===== config.mk =====
export PLATFORM = sky130hd
export DESIGN_NAME = hdmi_pixel_fetch
export DESIGN_NICKNAME = d
export VERILOG_FILES = /design/src/rtl/hdmi_pixel_fetch.sv
export SDC_FILE = /design/constraint.sdc
export NUM_CORES = 1
export LEC_CHECK = 0
export CAP_MARGIN = 20
export CORE_UTILIZATION = 30
export DETAILED_ROUTE_END_ITERATION = 10
export PLACE_DENSITY = 0.59
export SYNTH_ARGS = -nofsm -noshare
export SYNTH_HDL_FRONTEND = slang
export SYNTH_SLANG_ARGS = --single-unit

===== constraint.sdc =====
create_clock -name clk -period 11.5 [get_ports clk]
set_input_delay 2.3 -clock clk [delete_from_list [all_inputs] [get_ports clk]]
set_output_delay 2.3 -clock clk [all_outputs]
set_load 0.05 [all_outputs]

===== src/rtl/hdmi_pixel_fetch.sv =====
// hdmi_pixel_fetch: turns HDMI timing into image-memory read addresses and
// re-aligns the returned grey samples with the delayed syncs for the TX.
module hdmi_pixel_fetch #(
  parameter int unsigned ADDR_W  = 18,
  parameter int unsigned IMG_W   = 256,
  parameter int unsigned IMG_H   = 256,
  parameter int unsigned X0      = 192,
  parameter int unsigned Y0      = 112,
  parameter int unsigned MEM_LAT = 2,
  parameter logic [23:0] BORDER  = 24'h000000
) (
  input  logic              clk,
  input  logic              rst,
  input  logic              de_in,
  input  logic              hs_in,
  input  logic              vs_in,
  input  logic [ADDR_W-1:0] offset,
  output logic [ADDR_W-1:0] parallelAddress,
  output logic              rd_en,
  input  logic [7:0]        q,
  output logic [23:0]       rgb_out,
  output logic              de_out,
  output logic              hs_out,
  output logic              vs_out
);

  localparam int unsigned L  = MEM_LAT + 2;
  localparam int unsigned CW = 12;

  localparam logic [CW-1:0] CNT_MAX = '1;
  localparam logic [CW:0]   X_LO    = (CW+1)'(X0);
  localparam logic [CW:0]   X_HI    = (CW+1)'(X0 + IMG_W);
  localparam logic [CW:0]   Y_LO    = (CW+1)'(Y0);
  localparam logic [CW:0]   Y_HI    = (CW+1)'(Y0 + IMG_H);

  typedef enum logic {
    UNSYNC = 1'b0,
    SYNC   = 1'b1
  } state_t;

  state_t            state_q, state_d;
  logic              vs_prev_q, vs_prev_d;
  logic              de_prev_q, de_prev_d;
  logic [CW-1:0]     x_q, x_d;
  logic [CW-1:0]     y_q, y_d;
  logic [ADDR_W-1:0] base_q, base_d;
  logic [ADDR_W-1:0] addr_q, addr_d;
  logic [MEM_LAT:0]  win_pipe_q, win_pipe_d;
  logic [L-1:0]      de_pipe_q, de_pipe_d;
  logic [L-1:0]      hs_pipe_q, hs_pipe_d;
  logic [L-1:0]      vs_pipe_q, vs_pipe_d;
  logic [23:0]       rgb_q, rgb_d;

  logic              vs_rise;
  logic              de_fall;
  logic              live;
  logic              win;
  logic [CW-1:0]     x_cur;
  logic [CW-1:0]     y_cur;
  logic [ADDR_W-1:0] base_cur;
  logic [ADDR_W-1:0] x_rel;
  logic [ADDR_W-1:0] y_rel;
  logic [ADDR_W-1:0] addr_calc;

  // Position tracking, frame base capture, window test and address generation.
  // A vs rise substitutes the new-frame values (x=y=0, base=offset) into this
  // same cycle so a coincident DE pixel is pixel 0 and a coincident DE fall
  // cannot bump y.
  always_comb begin
    vs_rise   = vs_in & ~vs_prev_q;
    de_fall   = ~de_in & de_prev_q;
    live      = (state_q == SYNC) | vs_rise;
    x_cur     = vs_rise ? '0 : x_q;
    y_cur     = vs_rise ? '0 : y_q;
    base_cur  = vs_rise ? offset : base_q;

    state_d   = vs_rise ? SYNC : state_q;
    vs_prev_d = vs_in;
    de_prev_d = de_in;
    base_d    = base_cur;

    x_d = x_cur;
    y_d = y_cur;
    if (!live) begin
      x_d = '0;
      y_d = '0;
    end else if (de_in) begin
      x_d = (x_cur == CNT_MAX) ? x_cur : x_cur + CW'(1);
    end else if (de_fall && !vs_rise) begin
      x_d = '0;
      y_d = (y_cur == CNT_MAX) ? y_cur : y_cur + CW'(1);
    end

    win = de_in & live &
          ({1'b0, x_cur} >= X_LO) & ({1'b0, x_cur} < X_HI) &
          ({1'b0, y_cur} >= Y_LO) & ({1'b0, y_cur} < Y_HI);

    // Constant multiply: a shift for power-of-two widths, a small constant
    // adder tree otherwise; the modulo-2^ADDR_W result is the same either way.
    x_rel     = ADDR_W'(x_cur - CW'(X0));
    y_rel     = ADDR_W'(y_cur - CW'(Y0));
    addr_calc = base_cur + y_rel * ADDR_W'(IMG_W) + x_rel;
    addr_d    = win ? addr_calc : addr_q;
  end

  // Delay lines for the window flag and the syncs, plus the output colour mux.
  always_comb begin
    win_pipe_d = {win_pipe_q[MEM_LAT-1:0], win};
    de_pipe_d  = {de_pipe_q[L-2:0], de_in & live};
    hs_pipe_d  = {hs_pipe_q[L-2:0], hs_in};
    vs_pipe_d  = {vs_pipe_q[L-2:0], vs_in};
    rgb_d      = '0;
    if (de_pipe_q[L-2]) begin
      rgb_d = win_pipe_q[MEM_LAT] ? {q, q, q} : BORDER;
    end
  end

  // State registers with asynchronous active-low clear.
  always_ff @(posedge clk or negedge rst) begin
    if (!rst) begin
      state_q    <= UNSYNC;
      vs_prev_q  <= 1'b0;
      de_prev_q  <= 1'b0;
      x_q        <= '0;
      y_q        <= '0;
      base_q     <= '0;
      addr_q     <= '0;
      win_pipe_q <= '0;
      de_pipe_q  <= '0;
      hs_pipe_q  <= '0;
      vs_pipe_q  <= '0;
      rgb_q      <= '0;
    end else begin
      state_q    <= state_d;
      vs_prev_q  <= vs_prev_d;
      de_prev_q  <= de_prev_d;
      x_q        <= x_d;
      y_q        <= y_d;
      base_q     <= base_d;
      addr_q     <= addr_d;
      win_pipe_q <= win_pipe_d;
      de_pipe_q  <= de_pipe_d;
      hs_pipe_q  <= hs_pipe_d;
      vs_pipe_q  <= vs_pipe_d;
      rgb_q      <= rgb_d;
    end
  end

  assign parallelAddress = addr_q;
  assign rd_en           = win_pipe_q[0];
  assign rgb_out         = rgb_q;
  assign de_out          = de_pipe_q[L-1];
  assign hs_out          = hs_pipe_q[L-1];
  assign vs_out          = vs_pipe_q[L-1];

endmodule


; Yosys cells after proc, flatten, opt, wreduce, memory -nomap -nowiden
; Index checks and enable logic that the tools add are counted.
[word_totals]
in_bits = 31
output_inout_bits = 46
ff_bits = 102
[op_classes]
mux = 13
addsub = 6
order_cmp = 4
n_reduce_logical = 2
bitwise = 10
n_eq_ne = 2
[op_table]
columns = cell, count
row1 = 12-bit two-way mux, 10
row2 = 24-bit two-way mux, 2
row3 = 18-bit adder, 2
row4 = 12-bit by 1-bit adder with 12-bit output (second input constant), 2
row5 = 12-bit equality test (second input constant), 2
row6 = 12-bit by 9-bit less-than comparator with 1-bit output (second input constant), 2
row7 = 18-bit two-way mux, 1
row8 = 12-bit by 8-bit subtractor with 13-bit output (second input constant), 1
row9 = 12-bit by 7-bit greater-or-equal comparator with 1-bit output (second input constant), 1
row10 = 12-bit by 8-bit greater-or-equal comparator with 1-bit output (second input constant), 1
row11 = 10-bit by 7-bit subtractor with 10-bit output (second input constant), 1
row12 = 1-bit AND, 7
row13 = 1-bit inverter, 2
row14 = 1-bit logical AND, 1
row15 = 1-bit logical NOT, 1
row16 = 1-bit bitwise OR, 1

; Longest topological paths before layout
[logic_depth]
ltp_word = 8
depth_mapped = 20
depth_no_buf = 17

; Worst setup path after synthesis
; No wires, ideal clock.
[synth_timing]
kind = input-to-reg
start = in vs_in
end = reg addr_q[15] (netlist: parallelAddress[15])
required_ps = 11375
setup_slack_ps = 5533
setup_time_ps = 125
arrival_time_ps = 5842
path_stages = 20
cell_sequence = nand2b_1 -> buf_2 -> buf_2 -> buf_2 -> clkbuf_1 -> and2_2 -> ha_1 -> nor3_1 -> nor3_1 -> nor3_1 -> fa_1 -> inv_1 -> ha_1 -> nand3_1 -> nor2_1 -> a211oi_1 -> o21ai_0 -> a31oi_1 -> xnor2_1 -> mux2_2
[synth_between]
elab_chain_len = 7
elab_cells_between_ends = 18
classes_between = add/sub (4) / order compare (4) / mux (3) / bitwise (7)
[synth_rtl]
columns = element, line
row1 = start: declaration, 16  ; input logic vs_in,
row2 = 1-bit AND *, 70  ; vs_rise = vs_in & ~vs_prev_q;
row3 = branches (longest 6 deep; another with 18-bit adder), n/a
row4 = end signal: assignment, 140  ; addr_q <= addr_d;
row5 = end: declaration, 47  ; logic [ADDR_W-1:0] addr_q, addr_d;
; Mark *: on every way between the ends.
; A chain may end at the register's enable or synchronous reset.

; Final worst setup path
; Ends and elaborated chain as after synthesis.

==> metrics.csv <==
metric;value;unit
grt_max_degree;63;
ios;77;
first_pass_iters;5;
critPathLaunch;vs_in;
yosysWarnings;0;
die_area;17000;um2
post-route-drc-count;0;
ctsLongestPathBuffers;2;
critical_path_peak_fanout;62;
dominantRegCellSynth;dfrtp_1;
max-slew-margin-rel;41.9;%
port_buffers;76;
fin_util;38.4;%
finalClockSkew;4.51;ps
reg2reg_depth;18;
min_to;de_pipe_q[2];
grt_use_total;13.8;%
holdCritStartpoint;de_pipe_q[1];
grt_first_pass_wirelength;18300;um
ir_worst_vdd;0.0769;mV
cp-start-kind;primary input;
synth_fp_nets;585;
antenna_found_initial;0;
tightest_slew;868;ps
maxCapViolCount;0;
synth_edf_count;0;
path_cells;clkdlybuf4s50_1 -> nand2b_2 -> buf_4 -> nand2_1 -> inv_1 -> ha_1 -> nor3_1 -> nor3_1 -> nor3_1 -> fa_1 -> inv_1 -> ha_1 -> nand3_1 -> nor2_1 -> a211oi_1 -> o21ai_0 -> a31oi_1 -> xnor2_1 -> mux2_2;
end_kind;register;
cpMostUsedCell;nor3_1;
start_util;31.0;%
gr-total-overflow;0;
crit_buf_inv;4;
netlist_area;4950;um2
cts-hold-fix-buffers;0;
slowest_stage;fa_1;
min_delay_path_depth;0;
routed_wl;11100;um
n_fill_cell;1643;
leakagePower;2.91;nW
reg2reg_from;vs_pipe_q[0];
reg2reg_to;parallelAddress[15];
synthArstFlopShare;100;%
regArea;2130;um2
max_stage_delay;500;ps
r2r_slack;7020;ps
multiInputGateArea;2520;um2
routedWlPerCell;14.1;um
clock.fmax;155;MHz
post-cts-setup-buffers;0;
htreeDepth;3;
layout_common_cells;dfrtp_1 (85), nand2_1 (83), clkdlybuf4s50_1 (75), ha_1 (33);
cts_tree;built;
clkSinkCount;85;
status;complete, no violations;
syn_inst;515;
p_total;0.835;mW
post_cts.resized_instances;0;
clock-root-buffer;clkbuf_16;
mostFrequentLayoutCell;dfrtp_1;
coreArea;16000;um2
hold_viol;0;
gp_congestion;0.827;
drt_iter0_drc;168;
grt_pass1_vias;3739;
rows;46;
dieHeight;130;um
synth.ff_latch_count;85;
yosysSeqAreaShare;42.9;%
final_nets;640;
dpl.hpwl;8110;um
fp.dieW;130;um
diodes;0;
vias_per_cell;4.80;
power.density;136;nW/um2
yosysUniqueCellTypes;54;
fin_crit_sh;56.2;%
finalSetupViolCount;0;
clk_latency;350;ps
hold_path.class;register to register;
cts_inserted_buffers;9;
ant_nets;0;
cp.required;11740;ps
rsz0062_at_grt;false;
crit_family;adder cells;
tns;0;ps
layout-drive-gt1-share;8.52;%
num_vias;3793;
critical_path_class;primary input to register;
critPathArrivalTime;6690;ps
syn_avg_cell_area;9.62;um2
drv_slew;0;
min_period;6460;ps
clkSlewWorstSetupHoldPaths;60;ps
area_delta_synth_final;24.0;%
[stage by stage]
step	instances	worst slack, ps	cell area [um2]	hold slack, ps
after CTS	791	5060	6140	345
after floorplan	515	5530	4950	331
after detailed placement	775	4700	5810	335
after global placement	775	4920	5810	331
final	791	5040	6140	346
after global routing	791	4610	6140	349
[routing by layer]
layer,routed length (um),track usage (%)
met1,5130,17.8
met2,5230,22.3
met4,139,3.79
met5,0,0
met3,639,4.40
[state kept, by name (all words and copies together), names as in the netlist]
signal           cells
de_pipe_q            4
vs_pipe_q            4
parallelAddress     18
y_q                 12
state_q              1
base_q              18
de_prev_q            1
rgb_out              8
hs_pipe_q            4
x_q                 12
win_pipe_q           3
[Yosys cell counts, types with 6 or more instances]
cell | instances | area (um2)
clkbuf_1 | 10 | 37.5
dfrtp_1 | 85 | 2130
nand3_1 | 15 | 75.1
fa_1 | 6 | 120
buf_2 | 8 | 40.0
mux2i_1 | 8 | 80.1
inv_1 | 28 | 105
and2_1 | 8 | 50.1
and3_1 | 17 | 106
ha_1 | 33 | 413
xnor2_1 | 20 | 175
nor2_1 | 28 | 105
buf_4 | 16 | 120
a21o_1 | 9 | 67.6
a21oi_1 | 22 | 110
xor2_1 | 12 | 105
nor3_1 | 15 | 75.1
o21ai_0 | 12 | 60.1
nand2_1 | 83 | 312
mux2_2 | 17 | 191
[where the power goes]
part	internal (mW)	switching (mW)	total [mW]
sequential	0.313	0.00737	0.320
clock	0.194	0.132	0.326
combinational	0.0831	0.107	0.190
[worst max-delay path by stage]
stage | endpoint | slack [ps] | depth (start not counted)
floorplan | parallelAddress[15] | 5530 | 20
finish | parallelAddress[15] | 5040 | 19
CTS | parallelAddress[15] | 5060 | 19
detailed placement | parallelAddress[15] | 4700 | 19
global placement | parallelAddress[15] | 4920 | 19
global route | parallelAddress[15] | 4610 | 19
[worst register-to-register path, stage by stage (launching register included)]
cell	delay, ps
dfrtp_1	370
nand2b_2	120
buf_4	490
nand2_1	250
inv_1	100
ha_1	270
nor3_1	80
nor3_1	150
nor3_1	80
fa_1	500
inv_1	40
ha_1	350
nand3_1	180
nor2_1	60
a211oi_1	450
o21ai_0	250
a31oi_1	250
xnor2_1	80
mux2_2	260
[kinds of logic after synthesis]
family / synth area share [%]
adders and majority gates: 10.8
xor gates and xnor gates: 5.66
AOI/OAI and AO/OA: 10.3
and+or+nand+nor: 18.6
muxes: 5.48
DFF: 42.9
buffers and inverters: 6.26
[final cells by class]
| class | instances | area share (%) |
|---|---|---|
| Clock buffer | 9 | 3.67 |
| Sequential cell | 85 | 34.6 |
| Clock inverter | 7 | 1.71 |
| Timing Repair Buffer | 80 | 12.8 |
| Inverter | 28 | 1.71 |
| Tap cell | 216 | 4.40 |
| Multi-Input combinational cell | 366 | 41.0 |
Note: power is estimated with default switching activity, not from simulation.
